--- config.mk ---
export PLATFORM = sky130hd
export DESIGN_NAME = i2s_tdm_rx
export DESIGN_NICKNAME = d
export VERILOG_FILES = /design/src/rtl/i2s_tdm_rx.sv
export SDC_FILE = /design/constraint.sdc
export NUM_CORES = 1
export LEC_CHECK = 0
export ABC_CLOCK_PERIOD_IN_PS = 4510
export CORE_ASPECT_RATIO = 0.8
export CORE_MARGIN = 1
export CORE_UTILIZATION = 58
export DETAILED_ROUTE_END_ITERATION = 16
export HOLD_SLACK_MARGIN = 0.08
export PLACE_DENSITY = 0.81
export SLEW_MARGIN = 5
export SYNTH_ARGS = -nofsm -noshare
export SYNTH_HDL_FRONTEND = slang
export SYNTH_SLANG_ARGS = --single-unit
--- constraint.sdc ---
create_clock -name i_sys_clk -period 4.51 [get_ports i_sys_clk]
set_input_delay 0.6765 -clock i_sys_clk [delete_from_list [all_inputs] [get_ports i_sys_clk]]
set_output_delay 0.6765 -clock i_sys_clk [all_outputs]
set_load 0.05 [all_outputs]
--- src/rtl/i2s_tdm_rx.sv ---
`default_nettype none
// ============================================================================
// Module      : i2s_tdm_rx
// Description : I2S / left-justified / TDM master receiver. Generates sck and
//               ws from the system clock, deserialises MSB-first slot data
//               and presents each word on a valid/ready stream with its
//               channel index and a sticky overrun flag.
// Revision    : 1.0 - initial release
// ============================================================================
module i2s_tdm_rx #(
  parameter int  DATA_WIDTH = 16,
  parameter int  SLOT_WIDTH = 32,
  parameter int  NUM_CH     = 2,
  parameter int  CLK_DIV    = 4,
  localparam int CH_W       = (NUM_CH > 2) ? $clog2(NUM_CH) : 1
) (
  input  logic                  i_sys_clk,
  input  logic                  i_sys_rst_n,
  input  logic                  i_en,
  input  logic                  i_mode,
  input  logic                  i_sd,
  output logic                  o_sck,
  output logic                  o_ws,
  output logic [DATA_WIDTH-1:0] o_data,
  output logic [CH_W-1:0]       o_ch,
  output logic                  o_vld,
  input  logic                  i_rdy,
  output logic                  o_ovf,
  input  logic                  i_ovf_clr
);

  localparam int DIV_W = $clog2(CLK_DIV);
  localparam int BIT_W = $clog2(SLOT_WIDTH);

  localparam logic [DIV_W-1:0] C_DIV_LAST  = DIV_W'(CLK_DIV - 1);
  localparam logic [BIT_W-1:0] C_BIT_LAST  = BIT_W'(SLOT_WIDTH - 1);
  localparam logic [BIT_W-1:0] C_BIT_ONE   = BIT_W'(1);
  localparam logic [CH_W-1:0]  C_CH_LAST   = CH_W'(NUM_CH - 1);
  localparam bit               C_FULL_SLOT = (DATA_WIDTH == SLOT_WIDTH);
  // Bit counter value at which the final data bit of a word is sampled.
  localparam logic [BIT_W-1:0] C_LJ_LAST   = BIT_W'(DATA_WIDTH - 1);
  localparam logic [BIT_W-1:0] C_I2S_LAST  = C_FULL_SLOT ? '0 : BIT_W'(DATA_WIDTH);

  typedef enum logic [0:0] {
    ST_IDLE = 1'b0,
    ST_RUN  = 1'b1
  } state_t;

  state_t                  state_q;
  logic                    mode_q;
  logic [DIV_W-1:0]        div_q;
  logic [BIT_W-1:0]        bit_q;
  logic [CH_W-1:0]         slot_q;
  logic                    sck_q;
  logic                    ws_q;
  logic [DATA_WIDTH-1:0]   sr_q;
  logic                    busy_q;
  logic [DATA_WIDTH-1:0]   data_q;
  logic [CH_W-1:0]         ch_q;
  logic                    vld_q;
  logic                    ovf_q;

  logic [BIT_W-1:0]        bit_d;
  logic [CH_W-1:0]         slot_d;
  logic                    mode_d;
  logic                    ws_d;

  logic                    w_div_wrap;
  logic                    w_rise;
  logic                    w_fall;
  logic                    w_frame_end;
  logic                    w_first;
  logic                    w_last;
  logic                    w_complete;
  logic [DATA_WIDTH-1:0]   w_shift;
  logic [CH_W-1:0]         w_prev_slot;
  logic [CH_W-1:0]         w_word_ch;

  // Word-select level for the bit position that starts after a fall.
  function automatic logic ws_for(input logic lj, input logic [BIT_W-1:0] b,
                                  input logic [CH_W-1:0] s);
    logic r;
    if (NUM_CH == 2) begin
      if (lj) r = (s == C_CH_LAST);
      else    r = (s == C_CH_LAST) ^ (b == C_BIT_LAST);
    end else begin
      if (lj) r = (s == '0) && (b == '0);
      else    r = (s == C_CH_LAST) && (b == C_BIT_LAST);
    end
    return r;
  endfunction

  assign w_div_wrap  = (state_q == ST_RUN) && (div_q == C_DIV_LAST);
  assign w_rise      = w_div_wrap && !sck_q;
  assign w_fall      = w_div_wrap && sck_q;
  assign w_frame_end = w_fall && (bit_q == C_BIT_LAST) && (slot_q == C_CH_LAST);

  // Next bit/slot position and the mode/ws that go with it.
  always_comb begin
    bit_d  = bit_q + 1'b1;
    slot_d = slot_q;
    if (bit_q == C_BIT_LAST) begin
      bit_d  = '0;
      slot_d = (slot_q == C_CH_LAST) ? '0 : slot_q + 1'b1;
    end
    mode_d = w_frame_end ? i_mode : mode_q;
    ws_d   = ws_for(mode_d, bit_d, slot_d);
  end

  // I2S words start one bit later; with full-width slots the LSB lands in
  // bit 0 of the following slot, so the word belongs to the previous slot.
  assign w_first     = mode_q ? (bit_q == '0) : (bit_q == C_BIT_ONE);
  assign w_last      = mode_q ? (bit_q == C_LJ_LAST) : (bit_q == C_I2S_LAST);
  assign w_complete  = w_rise && w_last && (busy_q || w_first);
  assign w_shift     = DATA_WIDTH'({sr_q, i_sd});
  assign w_prev_slot = (slot_q == '0) ? C_CH_LAST : slot_q - 1'b1;
  assign w_word_ch   = (!mode_q && C_FULL_SLOT) ? w_prev_slot : slot_q;

  // Control FSM: clock divider, sck/ws generation, bit and slot counters.
  always_ff @(posedge i_sys_clk or negedge i_sys_rst_n) begin
    if (!i_sys_rst_n) begin
      state_q <= ST_IDLE;
      mode_q  <= 1'b0;
      div_q   <= '0;
      bit_q   <= '0;
      slot_q  <= '0;
      sck_q   <= 1'b0;
      ws_q    <= 1'b0;
    end else if (state_q == ST_IDLE) begin
      div_q  <= '0;
      bit_q  <= '0;
      slot_q <= '0;
      sck_q  <= 1'b0;
      ws_q   <= 1'b0;
      if (i_en) begin
        state_q <= ST_RUN;
        mode_q  <= i_mode;
        ws_q    <= ws_for(i_mode, '0, '0);
      end
    end else begin
      if (w_div_wrap) begin
        div_q <= '0;
        if (w_fall) begin
          sck_q <= 1'b0;
          if (w_frame_end && !i_en) begin
            state_q <= ST_IDLE;
            bit_q   <= '0;
            slot_q  <= '0;
            ws_q    <= 1'b0;
          end else begin
            bit_q  <= bit_d;
            slot_q <= slot_d;
            mode_q <= mode_d;
            ws_q   <= ws_d;
          end
        end else begin
          sck_q <= 1'b1;
        end
      end else begin
        div_q <= div_q + 1'b1;
      end
    end
  end

  // Shift register; busy marks a word whose MSB has been captured.
  always_ff @(posedge i_sys_clk or negedge i_sys_rst_n) begin
    if (!i_sys_rst_n) begin
      sr_q   <= '0;
      busy_q <= 1'b0;
    end else if (state_q == ST_IDLE) begin
      busy_q <= 1'b0;
    end else if (w_rise) begin
      sr_q <= w_shift;
      if (w_complete)   busy_q <= 1'b0;
      else if (w_first) busy_q <= 1'b1;
    end
  end

  // Output stream register with drop-on-blocked and sticky overrun.
  always_ff @(posedge i_sys_clk or negedge i_sys_rst_n) begin
    if (!i_sys_rst_n) begin
      data_q <= '0;
      ch_q   <= '0;
      vld_q  <= 1'b0;
      ovf_q  <= 1'b0;
    end else begin
      if (w_complete && (!vld_q || i_rdy)) begin
        data_q <= w_shift;
        ch_q   <= w_word_ch;
        vld_q  <= 1'b1;
      end else if (vld_q && i_rdy) begin
        vld_q <= 1'b0;
      end
      if (w_complete && vld_q && !i_rdy) ovf_q <= 1'b1;
      else if (i_ovf_clr)                ovf_q <= 1'b0;
    end
  end

  assign o_sck  = sck_q;
  assign o_ws   = ws_q;
  assign o_data = data_q;
  assign o_ch   = ch_q;
  assign o_vld  = vld_q;
  assign o_ovf  = ovf_q;

endmodule
`default_nettype wire

### Word level (Yosys, flattened, before mapping)

Index checks and enable logic that the tools add are counted.

| operators by class | value |
|---|---|
| add/sub/neg operators | 3 |
| eq/ne operators | 11 |
| muxes and demuxes | 42 |
| bitwise gates (word level) | 1 |
| reductions and logical operators | 26 |

Operators with widths:

| kind | count |
|---|---|
| $mux W1 | 35 |
| $mux W5 | 5 |
| $eq A5 B5 Y1 const B | 3 |
| $logic_and A1 B1 Y1 | 12 |
| $ne A2 B1 Y1 const B | 3 |
| $reduce_and A2 Y1 | 3 |
| $reduce_bool A2 Y1 | 3 |
| $add A5 B1 Y5 const B | 1 |
| $eq A5 B1 Y1 const B | 1 |
| $eq A5 B4 Y1 const B | 1 |
| $logic_not A5 Y1 | 1 |
| $logic_not A1 Y1 | 4 |
| $mux W2 | 2 |
| $reduce_and A4 Y1 | 1 |
| $ne A3 B1 Y1 const B | 1 |
| $add A2 B1 Y2 const B | 1 |
| $eq A2 B2 Y1 const B | 1 |
| $logic_or A1 B1 Y1 | 2 |
| $ne A2 B2 Y1 const B | 1 |
| $add A1 B1 Y1 const B | 1 |
| $xor A1 B1 Y1 | 1 |

| word-level totals | value |
|---|---|
| bits in registers | 47 |
| bits of input ports | 7 |
| output and inout port bits | 21 |
| word-level logic and storage cells | 96 |

### Logic depth before layout (Yosys ltp)

Gate-level depths: netlist of run 1.

| depth | value |
|---|---|
| word-level depth | 11 |
| gate-level depth with buffers | 8 |
| depth with buffers taken out | 7 |

### Least setup slack after synthesis of run 1

OpenSTA, ideal clock, no wires.

| path | value |
|---|---|
| path type | register -> register |
| start point | register sck_q, in the netlist o_sck |
| end point | register data_q[10], in the netlist o_data[10] |
| setup time | 125 ps |
| arrival | 1927 ps |
| data required time | 4385 ps |
| slack | 2458 ps |
| cell stages (with the launch flop) | 6 |
| buffers on the path | 1 |
| period minus slack after synthesis | 2052 ps |
| path through | dfrtp_1 -> nand3b_1 -> nor2_1 -> nand4_4 -> buf_6 -> mux2_4 |

| on the way | value |
|---|---|
| cells in the longest elaborated chain, start to end | 5 |

Ends and longest elaborated chain:

| element | line | source |
|---|---|---|
| from (decl) | 54 | `logic sck_q;` |
| from (signal assigned) | 127 | `sck_q <= 1'b0;` |
| from (signal assigned) | 133 | `sck_q <= 1'b0;` |
| from (signal assigned) | 144 | `sck_q <= 1'b0;` |
| $logic_not A1 Y1 | 94 | `assign w_rise = w_div_wrap && !sck_q;` |
| $logic_and A1 B1 Y1 | 94 |  |
| $logic_and A1 B1 Y1 (2 in a row) | 114 | `assign w_complete = w_rise && w_last && (busy_q \|\| w_first);` |
| $logic_and A1 B1 Y1 | 187 | `if (w_complete && (!vld_q \|\| i_rdy)) begin` |
| to (signal assigned) | 188 | `data_q <= w_shift;` |
| to (decl) | 58 | `logic [DATA_WIDTH-1:0] data_q;` |

Every way passes these cells.
A chain may end at the register's enable or synchronous reset.

### Worst setup path after layout of run 1

| path | value |
|---|---|
| start point | register state_q |
| end point | register data_q[0], in the netlist o_data[0] |

| on the way | value |
|---|---|
| cells in the longest elaborated chain, start to end | 5 |

Ends and longest elaborated chain:

| element | line | source |
|---|---|---|
| from (decl) | 49 | `state_t state_q;` |
| from (signal assigned) | 122 | `state_q <= ST_IDLE;` |
| from (signal assigned) | 136 | `state_q <= ST_RUN;` |
| from (signal assigned) | 146 | `state_q <= ST_IDLE;` |
| $logic_and A1 B1 Y1 | 93 | `assign w_div_wrap = (state_q == ST_RUN) && (div_q == C_DIV_LAST);` |
| $logic_and A1 B1 Y1 | 94 |  |
| $logic_and A1 B1 Y1 (2 in a row) | 114 |  |
| $logic_and A1 B1 Y1 | 187 |  |

Every way passes these cells.

==> metrics.txt, run 1 <==
Place WS roughly 1.8 ns; Worst-path clk slew 0.08 ns; hold_sp div_q[0]; std cell rows 19; GRT Util Overall approximately 20%; DR vias 1289; #FFs+latches synth 47; root buf cell clkbuf_8; RSZ-0062 raised after global routing no; IO Pins 28; Peak VDD IR ~0.00023 V; Hold Crit Depth 1; Layout area overhead 17.3%; CP max stage cell nand3b_1; Num CTS Buffers 5; endpoint class of the critical path flop; R2R depth 4; Post-Synth Simple-Gate Area between 10% and 20%; DRC Markers 0; arrival time at the worst endpoint around 2.9 ns; wire length per cell between 15 and 20 um; Placed Cells 217; GR Util met3 between 5 and 6%; Hold/Removal Path Class flop to flop; Max Cap Viol 0; Post-DRT Antenna Nets 0; Starting Density just over 60%; M1 GR Usage 28.3%; top cells by area in the synthesized netlist dfrtp_1 (56%), mux2_2 (12%), mux2_4 (7.1%); pwr dens approximately 280 nW/um2; WHS Endpoint div_q[0]; R2R Path Start state_q; clk_lat worst skew 0.30 ns; TNS Setup 0 ns; Filler Cells Inserted approximately 230; status complete, no violations; starting DRC count in detailed routing 48; # hold bufs at CTS 0; Distinct cells, synth 39; Synth area leader dfrtp_1; nets@finish between 150 and 200; Setup Skew ~0.0074 ns; top-area cell type share of the netlist area between 50% and 60%; gate count of the mapped netlist 154; Layout Cells excl Fill between 200 and 250; die height between 50 and 60 um; number of global-route vias before repair between 1000 and 1500; setup bufs post-CTS 0; sequential element share of the synthesized area ~56%; Synth Area in XOR/XNOR 1.66%; gpl congestion about 0.84; core area about 3400 um2; Sink Count 47; I/O Buffers 27; leakage about 0.0012 uW; reg2reg end o_data[0]; met2 usage 29.8%; Netlist Area Pre-Place 2110 um2; die area ~4000 um2; f_max between 300 and 400 MHz; antenna fix cells 0; CP max stage delay 0.67 ns; Worst-Margin Slew between 0.9 and 1 ns; WP data required around 4.7 ns; fin crit share approximately 60%; first-pass GRT wire length just over 6000 um; Post-DP HPWL approximately 2500 um; WS Path Type flop to flop; level count of the clock H-tree 2; gr ovfl total 0; clock buffer depth 2; Syn Nets around 170; vias per cell 5.73; GRT busiest layer met2; CTS tree built; max-slew violations 0; CP Cell Sequence nand3b_1, nor2_1, nand4_4, mux2_1; Util after Layout 71.8%; post-cts sizing count 0; critical-path maximum fanout 17; mux contribution to synthesized area 20.4%; Pre-antenna DRT Iters 4; Hold Vio Cnt, Final 0; synth warn 0; min cycle time layout 2.73 ns; largest family of logic cells by synthesized area multiplexers; largest net degree at the start of global routing between 40 and 50; compound-gate portion of the synthesized area around 6.4%; DRT Wirelength approximately 3600 um; relative slew slack 34.5%; Reg2Reg Setup Slack around 1.8 ns; final setup margin around 1.8 ns; Post-Synth Adder-Cell Area between 2 and 3%; Startpoint Class flop; Die X 69.4 um; synthesized area per cell 13.7 um2; Setup violations, final 0; antenna violations before repair 0; WHS around 0.44 ns; layout cells sized above 1 approximately a quarter
==> logic make-up after synthesis <==
| logic type | Yosys count |
|---|---|
| XOR/XNOR | 4 |
| adder cells (fa/ha/maj) | 5 |
| AO/OA/AOI/OAI | 17 |
| buffers and inverters | 9 |
| flip-flops | 47 |
| AND/OR/NAND/NOR | 37 |
| multiplexers | 35 |
==> cell usage after synthesis <==
cell type  count
and2_1         3
o211ai_1       1
o211a_1        1
a21o_1         1
dfrtp_1       47
nor4b_1        1
o22ai_1        1
or4_4          1
or3_1          2
nand4_4        1
o22ai_4        1
buf_2          1
buf_6          2
a21boi_0       2
nand2b_1       2
clkbuf_1       3
and3_1         1
and4_1         2
o31ai_1        2
mux2_4        10
nand3_1        5
o21ai_0        2
a32o_1         2
mux2_1         1
nand3b_1       1
mux2_2        23
inv_1          3
nor3_1         1
nor2_1         4
a21oi_1        2
o21bai_1       1
a31oi_1        1
nand2_1        9
xor2_1         3
mux2i_1        1
nor2b_1        3
ha_1           5
nand4_1        1
xnor2_1        1
==> report_power, final <==
group          switching [uW]  internal, uW  total [uW]
Sequential               2.48           424         427
Clock                     141           108         250
Combinational            9.18          6.70        15.9
Total                     153           539         692
==> layer usage <==
metal  vias to the layer above  share of wire (%)
met1                       628                 47
li1                        605                  -
met4                         0                2.0
met5                         -                  0
met2                        47                 45
met3                         9                6.0
==> critical path: cells and delay by family, from the launching register on <==
family	cells	cell delay [ns]
muxes	1	0.43
DFF	1	0.62
and+or+nand+nor	3	1.55
==> how the worst max path moves through the flow <==
stage | end | slack, ns | start | depth (start not counted)
finish | o_data[0] | 1.78 | state_q | 4
global route | o_data[0] | 1.58 | state_q | 4
CTS | o_data[0] | 1.78 | state_q | 4
detailed placement | o_data[0] | 1.78 | state_q | 4
global placement | o_data[0] | 1.95 | state_q | 4
floorplan | o_data[10] | 2.46 | o_sck | 5
==> state kept, by name, summed over array words and instances (netlist names), 2 cells and up <==
signal and cells:
sr_q 15, div_q 2, o_data 16, bit_q 5
==> stage by stage <==
step,instance area (um2),power [uW]
2_1_floorplan,2110,437
3_3_place_gp,2390,451
3_5_place_dp,2390,452
4_1_cts,2470,695
5_1_grt,2470,717
6_report,2470,692
==> cells in the final DEF (no fill, tap or decap), types with 2 or more instances in the layout <==
cell type,count
and4_1,2
nand2b_1,2
nor2_1,4
dfrtp_1,47
and2_1,3
mux2_2,23
a21boi_0,2
ha_1,5
a32o_1,2
nand3_1,5
xor2_1,3
inv_1,3
a21oi_1,2
clkbuf_8,5
nor2b_1,3
clkdlybuf4s50_1,26
o21ai_0,2
nand2_1,9
mux2_4,10
or3_1,2
o31ai_1,2
==> final cells by class <==
class	instances	area [um2]	area share [%]
flip-flops and latches	47	1180	47.5
multi-input cells	98	883	35.7
repair buffers	27	265	10.7
clock buffers	6	72.6	2.93
well taps	42	52.6	2.12
clock inverters	2	12.5	0.506
inverters	3	11.3	0.455
Note: power is estimated with default switching activity, not from simulation.
==> run 2: changes to the inputs <==
- ABC_CLOCK_PERIOD_IN_PS: 4510 -> 2500
- CORE_UTILIZATION: 58 -> 49
- PLACE_DENSITY: 0.81 -> 0.73
- clock period: 4.51 -> 2.5 ns (I/O delays scaled with it)
==> run 2 against run 1 <==
Power is 110% higher; first-iteration DRC count is 6.3% higher; global-route usage is 2.2 points lower; cell count is 7.6% higher; combinational power is 98% higher; register-to-register slack worse by 1.5 ns; critical path type unchanged.
==> metrics.txt, run 2 (synthesis results as in run 1) <==
status complete, no violations; reg2reg end mode_q; combinational share of power 2.2% (about the same); Setup Skew 0.00876 ns (+0.00138 ns); Layout Cells excl Fill 242 (+7.6%); Post-DRT Antenna Nets 0 (unchanged); gpl congestion 0.835 (-0.13%); Worst-Margin Slew 0.509 ns (-0.473 ns); antenna fix cells 0 (unchanged); level count of the clock H-tree 2 (unchanged); Setup violations, final 0 (unchanged); clk_lat worst skew 0.29 ns (about the same); Startpoint Class flop; arrival time at the worst endpoint 2.37 ns (-0.56 ns); layout cells sized above 1 25.1% (+1.1 points); pwr dens 558 nW/um2 (+99%); commonest non-fill, non-tap cell in the layout dfrtp_1; Util after Layout 65.0% (-6.8 points); Post-DP HPWL 2660 um (+6.8%); f_max 456 MHz (+25%); WP data required 2.68 ns (-2.02 ns); TNS Setup 0 ns (unchanged); critical-path maximum fanout 10 (-7); DRC Markers 0 (unchanged); CP Cell Sequence ha_1, and3_1, ha_1, nand2_1, o21ai_0, nand3_1, mux2_2; die area 4570 um2 (+18%); gr ovfl total 0 (unchanged); largest net degree at the start of global routing 31 (-35%); Max Cap Viol 0 (unchanged); I/O Buffers 27 (unchanged); CP max stage cell dfrtp_1; Reg2Reg Setup Slack 0.31 ns (-1.47 ns); most frequent cells in the layout dfrtp_1 (47), clkdlybuf4s50_1 (26), mux2_2 (23); nets@finish 198 (+2.1%); max-slew violations 0 (unchanged); Hold/Removal Path Class flop to flop; endpoint class of the critical path flop; GRT Util Overall 18.0% (-2.2 points); R2R Path Start bit_q[0]; vias per cell 5.31 (-7.3%); root buf cell clkbuf_8; max reg flops 16 (unchanged); total chip power 1430 uW (+110%); Num CTS Buffers 5 (unchanged); R2R depth 7 (+3); WHS 0.434 ns (-0.00530 ns); Worst Setup EP mode_q; CP dominant cell by count ha_1; leakage 0.00121 uW (+3.5%); min cycle time layout 2.19 ns (-0.541 ns); antenna violations before repair 0 (unchanged); Sink Count 47 (unchanged); number of global-route vias before repair 1277 (-1.0%); core area 3950 um2 (+15%); Layout area overhead 21.8%; Hold Vio Cnt, Final 0 (unchanged); first-pass GRT wire length 6010 um (-0.81%); DRT Wirelength 3630 um (+0.36%); Worst-path clk slew 0.08 ns (about the same); Flop pwr share 53.6% (-8.1 points); Clk pwr share 44.2% (+8.1 points); Pre-antenna DRT Iters 4 (unchanged); post-cts sizing count 0 (unchanged); WS Path Type flop to flop; Psw 255 uW (+67%); fin crit share 87.7% (+27 points); Hold Crit Depth 1 (unchanged); Pint 1180 uW (+120%); Die X 75.4 um (+8.5%); RSZ-0062 raised after global routing no; Starting Density 53.4% (-7.8 points); # hold bufs at CTS 1 (+1); DR vias 1285 (-0.31%); Placed Cells 233 (+7.4%); crit path from bit_q[0]; starting DRC count in detailed routing 51 (+6.3%); setup bufs post-CTS 0 (unchanged); IO Pins 28 (unchanged); CP max stage delay 0.48 ns (-0.19 ns); die height 60.7 um (+8.5%); Peak VDD IR 0.000524 V (+130%); CTS tree built; std cell rows 20 (+1); relative slew slack 66.0% (+31 points); clock buffer depth 2 (unchanged); Net Sw Frac 17.8% (-4.3 points); wire length per cell 15.0 um (-6.7%)
[run 2: cell types whose count changed in the layout (fill, tap and decap cells not counted), sizes merged]
cell and delta:
buf +3, bufinv +2, clkinv -1, clkinvlp -1, dlygate4sd3 +1
[run 2: metrics by stage]
step                      worst slack (ns)  instance area, um2
after floorplan                      0.448                2110
after global placement               0.398                2430
after detailed placement             0.321                2430
after CTS                            0.313                2570
after global routing                 0.118                2570
final                                0.307                2570
[run 2: power by group through the flow]
stage / clock, uW / combinational (uW) / sequential, uW
final: 633 / 31.5 / 769
after global routing: 670 / 36.1 / 770
after CTS: 646 / 33.0 / 769
after detailed placement: 0 / 31.7 / 784
after global placement: 0 / 30.2 / 784
after floorplan: 0 / 5.65 / 783
[run 2: critical path: cells and delay by family (launching register included)]
kind	cells	cell delay (ns)
adders and majority gates	2	0.64
DFF	1	0.48
and+or+nand+nor	3	0.44
muxes	1	0.28
AOI/OAI and AO/OA	1	0.25
[run 2: how the worst min path moves through the flow]
stage | startpoint | endpoint
4_1_cts | div_q[0] | div_q[0]
5_1_grt | div_q[0] | div_q[0]
2_1_floorplan | i_sys_rst_n | bit_q[0]
6_report | div_q[0] | div_q[0]
3_5_place_dp | i_sys_rst_n | o_ovf
3_3_place_gp | i_sys_rst_n | state_q
[run 2: area by class of cell]
class	count	area, um2
clock buffer	6	72.6
clock inverter	2	60.1
fill	324	1380
inverter	3	11.3
multi-input combinational	98	883
sequential	47	1180
tap	55	68.8
timing repair buffer	31	298
[run 2: routing by layer]
metal	part of all wire, %	global-route usage (%)
met2	47	28.8
met5	0	0
met4	0.47	4.76
met3	5.8	4.82
met1	47	24.6
